[src/rtl/shiftreg_univ.sv]
// Universal shift register: DEPTH stages of WIDTH bits with hold, forward/reverse shift,
// parallel load and a saturating fill count. Define SHIFTREG_ROTATE_EN to honour rot.
module shiftreg_univ #(
    parameter int WIDTH = 1,
    parameter int DEPTH = 4
) (
    input  logic                       clock,
    input  logic                       clear,
    input  logic                       en,
    input  logic [1:0]                 mode,
    input  logic                       rot,
    input  logic [WIDTH-1:0]           sin_fwd,
    input  logic [WIDTH-1:0]           sin_rev,
    input  logic [DEPTH*WIDTH-1:0]     pin,
    output logic [DEPTH*WIDTH-1:0]     pout,
    output logic [WIDTH-1:0]           sout_fwd,
    output logic [WIDTH-1:0]           sout_rev,
    output logic [$clog2(DEPTH+1)-1:0] fill,
    output logic                       full,
    output logic                       empty
);

    localparam int FW = $clog2(DEPTH + 1);
    localparam logic [FW-1:0] DEPTH_C = FW'(DEPTH);

    logic [DEPTH*WIDTH-1:0] stages_r;
    logic [DEPTH*WIDTH-1:0] stages_nxt_s;
    logic [FW-1:0]          fill_r;
    logic [FW-1:0]          fill_nxt_s;
    logic [FW-1:0]          fill_inc_s;
    logic [WIDTH-1:0]       fwd_in_s;
    logic [WIDTH-1:0]       rev_in_s;

`ifdef SHIFTREG_ROTATE_EN
    assign fwd_in_s = rot ? stages_r[(DEPTH-1)*WIDTH +: WIDTH] : sin_fwd;
    assign rev_in_s = rot ? stages_r[0 +: WIDTH] : sin_rev;
`else
    // rot is deliberately masked off so the port stays connected but inert
    assign fwd_in_s = sin_fwd | {WIDTH{rot & 1'b0}};
    assign rev_in_s = sin_rev;
`endif

    assign fill_inc_s = (fill_r == DEPTH_C) ? fill_r : (fill_r + {{(FW-1){1'b0}}, 1'b1});

    // Next-state selection by mode; en low freezes everything
    always_comb begin
        stages_nxt_s = stages_r;
        fill_nxt_s   = fill_r;
        if (en) begin
            case (mode)
                2'b00: begin
                    stages_nxt_s = stages_r;
                    fill_nxt_s   = fill_r;
                end
                2'b01: begin
                    stages_nxt_s = {stages_r[(DEPTH-1)*WIDTH-1:0], fwd_in_s};
                    fill_nxt_s   = fill_inc_s;
                end
                2'b10: begin
                    stages_nxt_s = {rev_in_s, stages_r[DEPTH*WIDTH-1:WIDTH]};
                    fill_nxt_s   = fill_inc_s;
                end
                2'b11: begin
                    stages_nxt_s = pin;
                    fill_nxt_s   = DEPTH_C;
                end
                default: begin
                    stages_nxt_s = stages_r;
                    fill_nxt_s   = fill_r;
                end
            endcase
        end else begin
            stages_nxt_s = stages_r;
            fill_nxt_s   = fill_r;
        end
    end

    // State registers with synchronous clear taking priority
    always_ff @(posedge clock) begin
        if (clear) begin
            stages_r <= {(DEPTH*WIDTH){1'b0}};
            fill_r   <= {FW{1'b0}};
        end else begin
            stages_r <= stages_nxt_s;
            fill_r   <= fill_nxt_s;
        end
    end

    assign pout     = stages_r;
    assign sout_fwd = stages_r[(DEPTH-1)*WIDTH +: WIDTH];
    assign sout_rev = stages_r[0 +: WIDTH];
    assign fill     = fill_r;
    assign full     = (fill_r == DEPTH_C);
    assign empty    = (fill_r == {FW{1'b0}});

endmodule

[config.mk]
export PLATFORM = sky130hd
export DESIGN_NAME = shiftreg_univ
export DESIGN_NICKNAME = d
export VERILOG_FILES = /design/src/rtl/shiftreg_univ.sv
export SDC_FILE = /design/constraint.sdc
export NUM_CORES = 1
export LEC_CHECK = 0
export BUFFER_PORTS_ARGS = -buffer_cell sky130_fd_sc_hd__buf_2
export CORE_MARGIN = 2
export CORE_UTILIZATION = 25
export CTS_CLUSTER_DIAMETER = 40
export DETAILED_ROUTE_END_ITERATION = 8
export HOLD_SLACK_MARGIN = 0.1
export PLACE_DENSITY_LB_ADDON = 0.2
export SYNTH_ARGS = -nofsm -noshare
export SYNTH_HDL_FRONTEND = slang
export SYNTH_SLANG_ARGS = --single-unit
[constraint.sdc]
create_clock -name clock -period 1.73 [get_ports clock]
set_clock_uncertainty 0.05 [all_clocks]
set_input_delay 0.173 -clock clock [delete_from_list [all_inputs] [get_ports clock]]
set_output_delay 0.173 -clock clock [all_outputs]
set_load 0.005 [all_outputs]
==> metrics, run 1 <==
Finished Cell Area 597 µm²; pre-CTS setup slack 176 ps; Hold-fix buffers, CTS 0; yosys synthesis warning count 0; peak supply drop between 0.0005 and 0.0006 V; remaining antenna violation count after routing 0; clock network latency to the later pin of the worst-skew pair ~250 ps; WP data required roughly 1900 ps; Post-Synth Simple-Gate Area between 20% and 30%; largest buffer count on any clock path 2; worst hold path endpoint pout[0]; Chip Width ~47 µm; Inserted Clock Buffers 3; top cells by area in the synthesized netlist sky130_fd_sc_hd__dfxtp_1 (31%), sky130_fd_sc_hd__ha_1 (14%), sky130_fd_sc_hd__a311oi_1 (7.8%); nature of the critical path endpoint register; Initial Util roughly a quarter; number of levels the H-tree was split into 1; proportion of layout cells with a drive suffix above 1 between 30 and 40%; clock tree from TritonCTS done; number of setup buffers added after CTS 0; peak per-stage delay on the critical path between 400 and 500 ps; Critical-path top delay cell sky130_fd_sc_hd__or4b_1; core area around 1700 µm²; Critical Path Fanout Max 5; count of input and output buffers 21; worst r2r dst fill[1]; result of the run completed; period utilization 90.8%; vias in the first global route ~380; estimated wirelength of the detail-placed design around 770 µm; WL final a little under 1 mm; Max Cap Viol 0; worst reg2reg setup slack ~160 ps; share of synthesized area occupied by flip-flops and latches a little under a third; Avg Synthesized Cell Area approximately 8.7 µm²; CTS Root Cell sky130_fd_sc_hd__clkbuf_4; Synthesized Nets a little under 70; number of antenna violations at the first check in global routing 0; upper clock frequency limit roughly 0.64 GHz; smallest setup slack after layout approximately 160 ps; Die Outline Area about 2200 µm²; synthesized-area fraction occupied by xor and xnor cells 0%; largest family of logic cells by synthesized area simple AND/OR/NAND/NOR gates; cell breakdown of the critical path inv_1 > ha_1 > and3_4 > or4b_1 > a21oi_1; Data arrival, critical path around 1700 ps; pin count of the biggest net entering global routing 10; Final Max Tran Viols 0; GRT Resource Usage Total ~10%; number of top-level design ports 23; area fraction of the dominant cell type after synthesis approximately 31%; start of the worst register-to-register path fill[0]; Post-Synth Adder-Cell Area 13.9%; post-synthesis to final-layout area growth 32.1%; critical setup path kind register to register; average detailed-routed wire length per instance 9.85 µm; number of hold-slack violations in the final timing report 0; Least-Margin Pin Slew about 300 ps; Setup crit start fill[0]; Seq cells post-synth 7; mean number of vias per cell 4.33; top library cells by usage in the layout, fill and taps aside sky130_fd_sc_hd__buf_2 (21), sky130_fd_sc_hd__dfxtp_1 (7), sky130_fd_sc_hd__nor2_1 (5), sky130_fd_sc_hd__ha_1 (5); Post-Route Hold Slack 138 ps; Placer Congestion about 0.69; mux cell area share after synthesis 0%; total number of vias about 430; tightest slew margin relative to the limit about four fifths; number of cells traversed by the worst hold path 3; cts repair resizes 0; post-CTS clock slew at the launch and capture registers of the worst setup and hold paths about 60 ps; hold wc startpoint sin_fwd; final total negative setup slack 0 ps; unrepaired setup endpoints after global routing false; Leakage Power 0.281 nW; fill cell count between 150 and 200; Setup violations, final 0; type of element launching the critical path register; drt first pass iters 5; post-synthesis instance area 452 µm²; most common cell after layout, fill and taps aside sky130_fd_sc_hd__buf_2; R2R depth 5; clock tree sinks 7; Period minus WS final 1570 ps; placement-stage cell area between 500 and 600 µm²; synthesized netlist cell count 52; final net count 92; class of the most critical hold timing path input port to register; first-iteration detailed-routing DRC count 3; share of the synthesized area in compound gates (AO/OA/AOI/OAI) roughly 22%; cell type with the highest aggregate area in the netlist sky130_fd_sc_hd__dfxtp_1; total overflow reported by the global router 0; power per standard cell area between 700 and 800 nW/µm²; height of the die 46.5 µm; synth unique cells 22; utilization after layout 34.9%; floorplan row count 15; total inserted antenna cells 0; post-detailed-route DRC marker count 0; global-route wire length before repair roughly 1.5 mm
==> cells in the mapped netlist <==
library cell,n
sky130_fd_sc_hd__nand2_1,4
sky130_fd_sc_hd__a211oi_1,1
sky130_fd_sc_hd__buf_2,2
sky130_fd_sc_hd__or4_1,1
sky130_fd_sc_hd__or2_0,1
sky130_fd_sc_hd__a311oi_1,4
sky130_fd_sc_hd__dfxtp_1,7
sky130_fd_sc_hd__and2_2,1
sky130_fd_sc_hd__nand2b_4,1
sky130_fd_sc_hd__and3_4,1
sky130_fd_sc_hd__inv_1,4
sky130_fd_sc_hd__nor3_1,1
sky130_fd_sc_hd__o21ai_0,2
sky130_fd_sc_hd__ha_1,5
sky130_fd_sc_hd__a21oi_1,3
sky130_fd_sc_hd__a22oi_1,3
sky130_fd_sc_hd__nor2_1,5
sky130_fd_sc_hd__a221oi_1,1
sky130_fd_sc_hd__nor2b_1,1
sky130_fd_sc_hd__or4b_1,1
sky130_fd_sc_hd__and2b_2,1
sky130_fd_sc_hd__buf_4,2
==> flip-flops by register name (all words and copies together) (netlist names) <==
register  cells
fill          3
pout          4
==> cell type report <==
cell class	instances	area (µm²)	area share, %
Multi-Input combinational cell	37	272	45.5
Sequential cell	7	140	23.5
Inverter	4	15.0	2.52
Timing Repair Buffer	22	113	18.9
Tap cell	25	31.3	5.24
Clock buffer	4	26.3	4.40
==> metrics by stage <==
step / instances / total power [mW]
after detailed placement: 95 / 0.279
after global routing: 99 / 0.456
final: 99 / 0.428
after global placement: 95 / 0.279
after CTS: 99 / 0.434
after floorplan: 52 / 0.241
==> power by group <==
group	internal [mW]	switching (mW)
Clock	0.0883	0.0648
Sequential	0.173	0.0106
Combinational	0.0480	0.0435
==> worst max path at each step <==
| stage | end | slack [ps] |
|---|---|---|
| floorplan | fill[1] | 240 |
| global placement | fill[1] | 190 |
| detailed placement | fill[1] | 180 |
| CTS | fill[1] | 160 |
| global route | fill[1] | 90 |
| finish | fill[1] | 160 |
==> metal layers <==
layer  vias up  part of all wire [%]  global-route usage, %
met4         0                     0                   1.71
met2        11                    49                   17.8
met5         -                     0                      0
met1       189                    43                   11.0
li1        229                     -                      -
met3         0                   7.7                   6.27
==> critical path, delay by kind of cell (launching register included) <==
family	cells	cell delay (ps)
AND/OR/NAND/NOR	2	640
flip-flops	1	380
adder cells (fa/ha/maj)	1	210
AO/OA/AOI/OAI	1	150
buffers and inverters	1	60
==> logic make-up after synthesis <==
kind of cell               count (synthesis)
buffers and inverters                      8
DFF                                        7
adders and majority gates                  5
and+or+nand+nor                           18
AOI/OAI and AO/OA                         14
Power figures use the tool's default switching activity.
==> run 2, diff against run 1 <==
REMOVE_ABC_BUFFERS = 1   (was unset)
==> run 2 against run 1 <==
Core utilization did not move. Worst hold slack lost 15 ps. Final cell count stayed put. Critical endpoint unchanged. Maximum frequency increased by 0.56%. Global-route usage down 0.18 points. Non-clock buffer count unchanged. Largest power group unchanged. Combinational power is 0.8% higher.
==> metrics, run 2 (same netlist as run 1, synthesis figures left out) <==
result of the run completed; first-iteration detailed-routing DRC count 2; average detailed-routed wire length per instance about 11 µm; number of hold-slack violations in the final timing report 0; Critical Path Fanout Max 5; final net count between 90 and 100; total overflow reported by the global router 0; remaining antenna violation count after routing 0; clock tree from TritonCTS done; CTS Root Cell sky130_fd_sc_hd__clkbuf_4; WP data required approximately 1900 ps; type of element launching the critical path register; Max Cap Viol 0; clock tree sinks 7; most common cell after layout, fill and taps aside sky130_fd_sc_hd__buf_2; Inserted Clock Buffers 3; Top delay family on crit path simple AND/OR/NAND/NOR gates; height of the die about 47 µm; proportion of layout cells with a drive suffix above 1 between 30% and 40%; smallest setup slack after layout approximately 170 ps; Initial Util a little over a quarter; post-synthesis to final-layout area growth 32.1%; Worst path depth 5; period utilization roughly 90%; tightest slew margin relative to the limit between 70% and 80%; unrepaired setup endpoints after global routing false; count of buffering cells on the critical path with inverters included 1; nature of the critical path endpoint register; Data arrival, critical path between 1500 and 2000 ps; post-detailed-route DRC marker count 0; cell breakdown of the critical path inv_1 > ha_1 > and3_4 > or4b_1 > a21oi_1; number of top-level design ports 23; pin count of the biggest net entering global routing 10; final total negative setup slack 0 ps; clock network latency to the later pin of the worst-skew pair ~260 ps; peak supply drop 0.000237 V; peak per-stage delay on the critical path around 460 ps; Least-Margin Pin Slew 311 ps; largest buffer count on any clock path 2; pre-CTS setup slack between 150 and 200 ps; number of setup buffers added after CTS 0; floorplan row count 15; drt first pass iters 4; estimated wirelength of the detail-placed design approximately 800 µm; number of levels the H-tree was split into 1; total number of vias between 400 and 500; critical setup path kind register to register; upper clock frequency limit between 0.6 and 0.7 GHz; power per standard cell area approximately 720 nW/µm²; Final Max Tran Viols 0; vias in the first global route between 300 and 400; total inserted antenna cells 0; post-CTS clock slew at the launch and capture registers of the worst setup and hold paths roughly 60 ps; Die Outline Area 2160 µm²; Leakage Power ~0.28 nW; core area roughly 1700 µm²; number of antenna violations at the first check in global routing 0; Setup violations, final 0; WL final 1.05 mm; GRT Resource Usage Total around 10%; count of input and output buffers 21; number of cells traversed by the worst hold path 2; top library cells by usage in the layout, fill and taps aside sky130_fd_sc_hd__buf_2 (21), sky130_fd_sc_hd__dfxtp_1 (7), sky130_fd_sc_hd__nor2_1 (5), sky130_fd_sc_hd__ha_1 (5); class of the most critical hold timing path input port to register; flip-flop count of the largest register after layout 4; mean number of vias per cell 4.56; Critical-path top delay cell sky130_fd_sc_hd__or4b_1; cts repair resizes 0; global-route wire length before repair 1.49 mm; Placer Congestion slightly above 0.7; Hold-fix buffers, CTS 0; R2R depth 5; Period minus WS final ~1600 ps; Chip Width between 40 and 50 µm
-- run 2: final timing paths --
check	from	end	slack, ps
worst min-delay path	clear	pout[2]	120
worst min register to register	pout[0]	pout[1]	440
worst max register to register	fill[0]	fill[1]	170
worst max-delay path	fill[0]	fill[1]	170
-- run 2: area by class of cell --
cell class	count	area [µm²]
Tap cell	25	31.3
Clock buffer	4	26.3
Inverter	4	15.0
Timing Repair Buffer	22	113
Multi-Input combinational cell	37	272
Sequential cell	7	140
Fill cell	193	1110
-- run 2: worst reg2reg max path, stage by stage, from the launching register on --
cell	delay, ps
sky130_fd_sc_hd__dfxtp_1	390
sky130_fd_sc_hd__inv_1	60
sky130_fd_sc_hd__ha_1	210
sky130_fd_sc_hd__and3_4	190
sky130_fd_sc_hd__or4b_1	460
sky130_fd_sc_hd__a21oi_1	140
-- run 2: where the power goes --
group | switching (mW) | internal, mW
Sequential | 0.0116 | 0.173
Clock | 0.0663 | 0.0884
Combinational | 0.0442 | 0.0480
-- run 2: per-layer routing --
layer,global-route usage (%),routed length (µm),vias up
met4,10.3,34,0
li1,-,-,230
met2,13.3,456,13
met5,0,0,-
met1,13.5,503,204
met3,1.57,59,4
-- run 2: per-stage QoR --
| step | instance area, µm² | hold WS, ps | power [mW] | util, % | instances |
|---|---|---|---|---|---|
| floorplan | 427 | 192 | 0.235 | - | 48 |
| detailed placement | 571 | 401 | 0.280 | 33.4 | 95 |
| finish | 597 | 123 | 0.431 | 34.9 | 99 |
| global route | 597 | 124 | 0.461 | 34.9 | 99 |
| global placement | 571 | 402 | 0.280 | 33.4 | 95 |
| CTS | 597 | 119 | 0.438 | 34.9 | 99 |
